## config.mk

```make
export PLATFORM = sky130hd
export DESIGN_NAME = pipe_hazard_ctrl
export DESIGN_NICKNAME = d
export VERILOG_FILES = /design/src/rtl/pipe_hazard_ctrl.sv
export SDC_FILE = /design/constraint.sdc
export NUM_CORES = 1
export LEC_CHECK = 0
export BUFFER_PORTS_ARGS = -buffer_cell sky130_fd_sc_hd__buf_2
export CORE_UTILIZATION = 49
export CTS_CLUSTER_DIAMETER = 60
export DETAILED_ROUTE_END_ITERATION = 16
export GPL_ROUTABILITY_DRIVEN = 1
export MAX_ROUTING_LAYER = met4
export PLACE_DENSITY = 0.73
export RECOVER_POWER = 50
export REMOVE_ABC_BUFFERS = 1
export SLEW_MARGIN = 20
export SYNTH_ARGS = -nofsm -noshare
export SYNTH_HDL_FRONTEND = slang
export SYNTH_SLANG_ARGS = --single-unit
```

## constraint.sdc

```tcl
create_clock -name clock -period 3.3 [get_ports clock]
set_input_delay 0 -clock clock [delete_from_list [all_inputs] [get_ports clock]]
set_output_delay 0 -clock clock [all_outputs]
set_load 0.005 [all_outputs]
```

## src/rtl/pipe_hazard_ctrl.sv

```systemverilog
// Issue-side hazard controller: register scoreboard for RAW/WAW stalls,
// multi-cycle multiplier sequencing and a saturating stall counter.
module pipe_hazard_ctrl #(
  parameter int NREG    = 32,
  parameter int RW      = 5,
  parameter int MUL_LAT = 4,
  parameter int CNT_W   = 16
) (
  input  logic              clock,
  input  logic              reset_n,
  input  logic              issue_valid,
  input  logic [RW-1:0]     issue_rs1,
  input  logic [RW-1:0]     issue_rs2,
  input  logic              rs1_used,
  input  logic              rs2_used,
  input  logic [RW-1:0]     issue_rd,
  input  logic              issue_we,
  input  logic              issue_mul,
  input  logic              wb_we,
  input  logic [RW-1:0]     wb_rd,
  input  logic              flush,
  output logic              stall,
  output logic              issue_fire,
  output logic              adv_d2,
  output logic              mul_busy,
  output logic              mul_done,
  output logic [CNT_W-1:0]  stall_cnt,
  output logic [1:0]        dbg_state,
  output logic [NREG-1:0]   dbg_pend
);

  typedef enum logic [1:0] {
    S_IDLE = 2'd0,
    S_MUL  = 2'd1,
    S_DONE = 2'd2
  } state_e;

  localparam int MCW = $clog2(MUL_LAT + 1);
  localparam logic [MCW-1:0] MUL_INIT = MCW'(MUL_LAT - 1);

  state_e            state_q, state_d;
  logic [MCW-1:0]    mul_cnt_q, mul_cnt_d;
  logic [RW-1:0]     mul_rd_q, mul_rd_d;
  logic [NREG-1:0]   pend_q, pend_d;
  logic [CNT_W-1:0]  stall_cnt_q, stall_cnt_d;
  logic              haz;

  // Issue handshake: issue_valid is the offer, ~stall the acceptance; an
  // instruction is taken (issue_fire) only when both hold and no flush is active.
  // haz looks at registered pend only: the register file is not write-through,
  // so a same-cycle write-back still costs one stall cycle.
  always_comb begin
    haz = 1'b0;
    if (rs1_used && issue_rs1 != '0 && pend_q[issue_rs1]) haz = 1'b1;
    if (rs2_used && issue_rs2 != '0 && pend_q[issue_rs2]) haz = 1'b1;
    if (issue_we && issue_rd  != '0 && pend_q[issue_rd])  haz = 1'b1;
  end

  always_comb begin
    mul_busy   = (state_q != S_IDLE);
    mul_done   = (state_q == S_DONE) && !flush;
    stall      = issue_valid && (haz || mul_busy) && !flush;
    issue_fire = issue_valid && !stall && !flush;
    adv_d2     = issue_fire || mul_done;
    stall_cnt  = stall_cnt_q;
    dbg_state  = state_q;
    dbg_pend   = pend_q;
  end

  always_comb begin
    state_d     = state_q;
    mul_cnt_d   = mul_cnt_q;
    mul_rd_d    = mul_rd_q;
    pend_d      = pend_q;
    stall_cnt_d = stall_cnt_q;

    if (wb_we && wb_rd != '0) pend_d[wb_rd] = 1'b0;
    if (issue_fire && issue_we && issue_rd != '0) pend_d[issue_rd] = 1'b1;

    case (state_q)
      S_IDLE: begin
        if (issue_fire && issue_mul) begin
          state_d   = S_MUL;
          mul_cnt_d = MUL_INIT;
          mul_rd_d  = issue_rd;
        end
      end
      S_MUL: begin
        mul_cnt_d = mul_cnt_q - MCW'(1);
        if (mul_cnt_q == MCW'(1)) state_d = S_DONE;
      end
      S_DONE:  state_d = S_IDLE;
      default: state_d = S_IDLE;
    endcase

    // A killed multiply never writes back, so its scoreboard entry is dropped here.
    if (flush) begin
      state_d   = S_IDLE;
      mul_cnt_d = '0;
      if (state_q != S_IDLE && mul_rd_q != '0) pend_d[mul_rd_q] = 1'b0;
    end

    if (stall && stall_cnt_q != {CNT_W{1'b1}}) stall_cnt_d = stall_cnt_q + CNT_W'(1);
  end

  always_ff @(posedge clock or negedge reset_n) begin
    if (!reset_n) begin
      state_q     <= S_IDLE;
      mul_cnt_q   <= '0;
      mul_rd_q    <= '0;
      pend_q      <= '0;
      stall_cnt_q <= '0;
    end else begin
      state_q     <= state_d;
      mul_cnt_q   <= mul_cnt_d;
      mul_rd_q    <= mul_rd_d;
      pend_q      <= pend_d;
      stall_cnt_q <= stall_cnt_d;
    end
  end

endmodule

```

---- Yosys cells after proc, flatten, opt, wreduce, memory -nomap -nowiden ----
Index checks and enable logic that the tools add are counted.
cells by class
  $add $sub $neg .......................... 2
  equality and inequality tests ........... 6
  magnitude comparators ................... 8
  bitwise gates (word level) .............. 5
  reduce and logical (&&, ||, !) cells .... 35
  mux-type cells .......................... 26
operators by type and width
  kind                     count
  $mux W32                 4
  $and A32 B32 Y32         2
  $not A32 Y32             2
  $or A32 B32 Y32          1
  $lt A5 B6 Y1 const B     5
  $reduce_bool A5 Y1       5
  $logic_and A1 B1 Y1      20
  $add A16 B1 Y16 const B  1
  $ne A16 B16 Y1 const B   1
  $bmux W1 S5              3
  $demux W1 S5             3
  $ge A5 B1 Y1 const B     3
  $mux W1                  9
  $mux W2                  3
  $mux W3                  2
  $ne A3 B3 Y1 const B     2
  $pmux W3 S2              1
  $reduce_and A2 Y1        3
  $pmux W2 S2              1
  $eq A3 B1 Y1 const B     1
  $reduce_bool A3 Y1       1
  $sub A3 B1 Y3 const B    1
  $eq A2 B1 Y1 const B     1
  $eq A2 B2 Y1 const B     1
  other kinds (4)          6
word-level totals
  bits of input ports ..................... 29
  register bits after elaboration ......... 58
  word-level logic and storage cells ...... 87

---- Longest topological paths before layout ----
  depth after elaboration ................. 18
  gate-level depth with buffers ........... 12

---- Worst setup path before layout ----
Ideal clock, no wire load.
  kind .................................... reg2reg
  start ................................... reg pend_q[28], in the netlist dbg_pend[28]
  end ..................................... reg stall_cnt_q[10], in the netlist stall_cnt[10]
  data arrival time ....................... 2.246 ns
  setup time .............................. 0.126 ns
  clock period less this slack ............ 2.372 ns
  cell stages (with the launch flop) ...... 10
  data required time ...................... 3.174 ns
  setup slack ............................. 0.928 ns
  cell sequence ........................... dfrtp_1 mux4_2 and2_1 a2111oi_0 a311oi_1 a22oi_2 a211o_1 buf_4 nor2_1 xor2_1
between the ends
  word-level cells in the longest chain between the ends .. 10
RTL lines
  item                                   line  source
  start, declared                        44    logic [NREG-1:0] pend_q, pend_d;
  start signal, assigned                 117   pend_q <= pend_d;
  $bmux W1 S5                            54    if (rs1_used && issue_rs1 != '0 && pend_q[issue_rs1]) haz = 1'b1;
  $mux W1 (implied by the code)          54
  $logic_and A1 B1 Y1                    54
  $mux W1                                54
  $mux W1                                55    if (rs2_used && issue_rs2 != '0 && pend_q[issue_rs2]) haz = 1'b1;
  $mux W1 (*)                            56    if (issue_we && issue_rd != '0 && pend_q[issue_rd]) haz = 1'b1;
  $logic_or A1 B1 Y1 (*)                 62    stall = issue_valid && (haz || mul_busy) && !flush;
  $logic_and A1 B1 Y1 (*) (2 in series)  62
  $logic_and A1 B1 Y1 (*)                103   if (stall && stall_cnt_q != {CNT_W{1'b1}}) stall_cnt_d = stall_cnt_q + CNT_W'(1);
  end signal, assigned                   118   stall_cnt_q <= stall_cnt_d;
  end, declared                          45    logic [CNT_W-1:0] stall_cnt_q, stall_cnt_d;
Mark *: on every way between the ends. The rest lies on a longest branch, timed or not. The select of a mux whose other input is x is not followed.
A chain may end at the register's enable or synchronous reset.

---- Final worst setup path ----
  start ................................... reg pend_q[24], in the netlist dbg_pend[24]
  end ..................................... reg stall_cnt_q[1], in the netlist stall_cnt[1]
Same word-level chain as after synthesis.

==> impl_metrics.yaml <==
outcome:
  status: "finished, violations left"
  violations: "max-capacitance violations, max-slew violations"
clock_tree:
  htreeDepth: 3
  clock-root-buffer: "clkbuf_8"
  numCtsBuffers: 9
  cts_resized: 0
  clock_latency_ps: 350
  postCtsSetupBuffers: 0
  clk_path_buf_depth: 2
  cts_tree: "yes"
  clkSinkCount: 58
  clk_pin_slew_ps: 70
synthesis:
  netlist_instances: 418
  yosys.area.top_type_share_pct: 37.1
  synth_top_area_cell: "dfrtp_1"
  ys_top_cells_by_area: "dfrtp_1 37%, mux4_2 6.3%, mux2i_1 5.6%"
  synth_top_family_by_area: "simple AND/OR/NAND/NOR gates"
  ys_warn_count: 0
  synth_seq_cells: 58
  async_flop_share_pct: 100
  netlist_area_um2: 3920
  synthSimpleGateAreaFrac_pct: 23.7
  synth_compound_area_share_pct: 15.6
  yosysUniqueCellTypes: 53
  ys.flop_type: "dfrtp_1"
  synth_xor_area_share_pct: 3.58
  synth-edff-count: 0
  avgSynthCellArea_um2: 9.37
  synthAdderAreaFrac_pct: 0.959
  seq_area_frac_synth_pct: 37.1
  synth_mux_area_share_pct: 14.4
floorplanning:
  num_rows: 32
  dieArea_um2: 8350
  core_area_um2: 7730
  fp.dieW_um: 91.4
  die_y_um: 91.4
  ios: 84
  start_util_pct: 50.7
layout:
  nFillCells: 701
  final_common_cell: "buf_2"
  mostFrequentLayoutCells: "72 x buf_2, 58 x dfrtp_1, 37 x nand3_1, 34 x o21ai_0, 32 x nand2_1"
  diodes: 0
  drive_gt1_share_pct: 23.7
  syn2layout_area_growth_pct: 18.7
  fin_nets: 529
  fin_cells: 604
sta:
  worst_pin_slew_ps: 2100
  clock.fmax_mhz: 347
  setup_ws_ps: 415
  min_period_over_period_pct: 87.4
  setup_viol: 0
  slew_violations: 40
  tns_ps: 0
  hold_viol: 0
  fin_skew_ps: 8.73
  min_period_ps: 2890
  rsz0062_at_grt: "false"
  max-slew-margin-rel_pct: -39.8
global_route:
  grt_usage_pct: 30.7
  overflow: 0
  antenna_found_initial: 0
  grt_pass1_vias: 3595
  grt_max_degree: 40
  grt_pass1_wl_mm: 19.1
worst_setup_path:
  crit_path_start_kind: "register"
  crit_arrival_ps: 3120
  reg2regPathDepth: 7
  path_depth: 7
  path_cells: "mux4_2 > and2_1 > a2111oi_0 > a311oi_1 > a22oi_2 > a211o_1 > mux2_2"
  critPathRequiredTime_ps: 3530
  worst_path_max_delay_cell: "a211o_1"
  max_stage_delay_ps: 520
  crit_fanout: 16
  critPathBufInv: 0
  path_class: "reg2reg"
  crit_family: "compound AO/OA/AOI/OAI gates"
  end_kind: "register"
detailed_routing:
  wl_per_cell_um: 19.5
  drc: 0
  ant_nets: 0
  routed_via_density: 6.37
  vias: 3847
  drt_wl_total_mm: 11.8
  first_pass_iters: 5
  drt_iter0_drc: 429
min_path:
  hp-class: "in2reg"
  hold_depth: 3
power:
  p_per_area_nw_per_um2: 483
  power_mw: 2.25
  switching_power_mw: 0.728
  vdd_drop_max_uv: 306
  sequentialPowerShare_pct: 41.8
  internal_power_mw: 1.52
  swShare_pct: 32.4
  p_clk_share_pct: 36.7
  p_leak_nw: 2.24
  p_comb_share_pct: 21.5
placement:
  place_ws_ps: 449
  dp.cells: 585
  gp_congestion: 0.913
  numPortBuffers: 83
  place.detailed.hpwl_mm: 8.59
flow_run:
  drv_cap: 1
kinds of logic after synthesis:
family                   after synthesis
AND/OR/NAND/NOR                      175
buffers and inverters                 37
AO/OA/AOI/OAI                         90
XOR/XNOR                              16
flip-flops                            58
adder cells (fa/ha/maj)                3
multiplexers                          39
cell usage after synthesis, types with 2 or more instances:
cell and n:
o32ai_1 2, inv_1 9, a21oi_1 4, ha_1 3, buf_4 4, or3_1 2, a32oi_1 7, nand2_1 32
xor2_1 15, mux4_2 11, and2_1 4, nor3b_1 6, o31a_1 2, o21ai_0 34, nand3b_1 11, and3_1 5
a22oi_1 25, nand3_1 37, nor2b_1 5, buf_6 3, a41o_1 2, clkbuf_2 2, nor2_1 25, mux2i_1 22
nor4_1 4, buf_1 2, a31oi_1 2, clkbuf_1 13, nand2b_1 6, o22ai_1 2, mux4_1 2, nand4_1 13
nor3_1 16, or2_2 3, buf_2 4, a311oi_1 2, mux2_2 4, dfrtp_1 58
tightest hold or removal path, stage by stage:
cell and delay (ps):
buf_2 190, nand2_1 90, nand2_1 50
worst paths after layout:
path	start	end	slack, ps
setup / recovery	dbg_pend[24]	stall_cnt[1]	410
hold / removal	issue_rd[2]	mul_rd_q[2]	30
setup reg to reg	dbg_pend[24]	stall_cnt[1]	410
hold reg to reg	dbg_pend[0]	dbg_pend[0]	480
max in group asynchronous	reset_n	mul_rd_q[4]	1270
min in group asynchronous	reset_n	stall_cnt[0]	810
sequential cells by signal, indices dropped and copies added (netlist names):
| signal | cells |
|---|---|
| dbg_pend | 32 |
| stall_cnt | 16 |
| mul_rd_q | 5 |
| dbg_state | 2 |
| mul_cnt_q | 3 |
metrics by stage:
stage | area, µm² | utilization (%) | hold slack [ps]
finish | 4650 | 60.2 | 25.6
global route | 4650 | 60.2 | 40.4
CTS | 4660 | 60.3 | 3.58
detailed placement | 4380 | 56.7 | 170
global placement | 4380 | 56.7 | 170
floorplan | 3760 | - | -296
power by group through the flow:
| stage | combinational [mW] | clock, mW | sequential (mW) |
|---|---|---|---|
| after CTS | 0.484 | 0.839 | 0.933 |
| final | 0.484 | 0.824 | 0.939 |
| after floorplan | 0.259 | 0 | 0.910 |
| after global placement | 0.472 | 0 | 0.938 |
| after detailed placement | 0.479 | 0 | 0.946 |
| after global routing | 0.530 | 0.866 | 0.954 |
area by class of cell:
cell class              count  area (µm²)  share of cell area, %
clock buffers               9         124                   2.66
flip-flops and latches     58        1450                   31.2
well taps                 102         128                   2.75
inverters                   9        33.8                  0.727
clock inverters             7         125                   2.69
repair buffers             96         507                   10.9
multi-input cells         323        2280                   49.0
repair_timing:
item,in CTS,in global routing
setup endpoints to repair,0,0
hold buffers,3,0
endpoints found under the hold margin,42,0
routing by layer:
layer / part of all wire [%] / wire length [µm] / track usage (%)
met5: 0 / 0 / -
met2: 45 / 5340 / 44.4
met4: 2.8 / 327 / 12.2
met1: 44 / 5160 / 41.9
met3: 8.0 / 936 / 7.04
(Power assumes the default switching activity.)
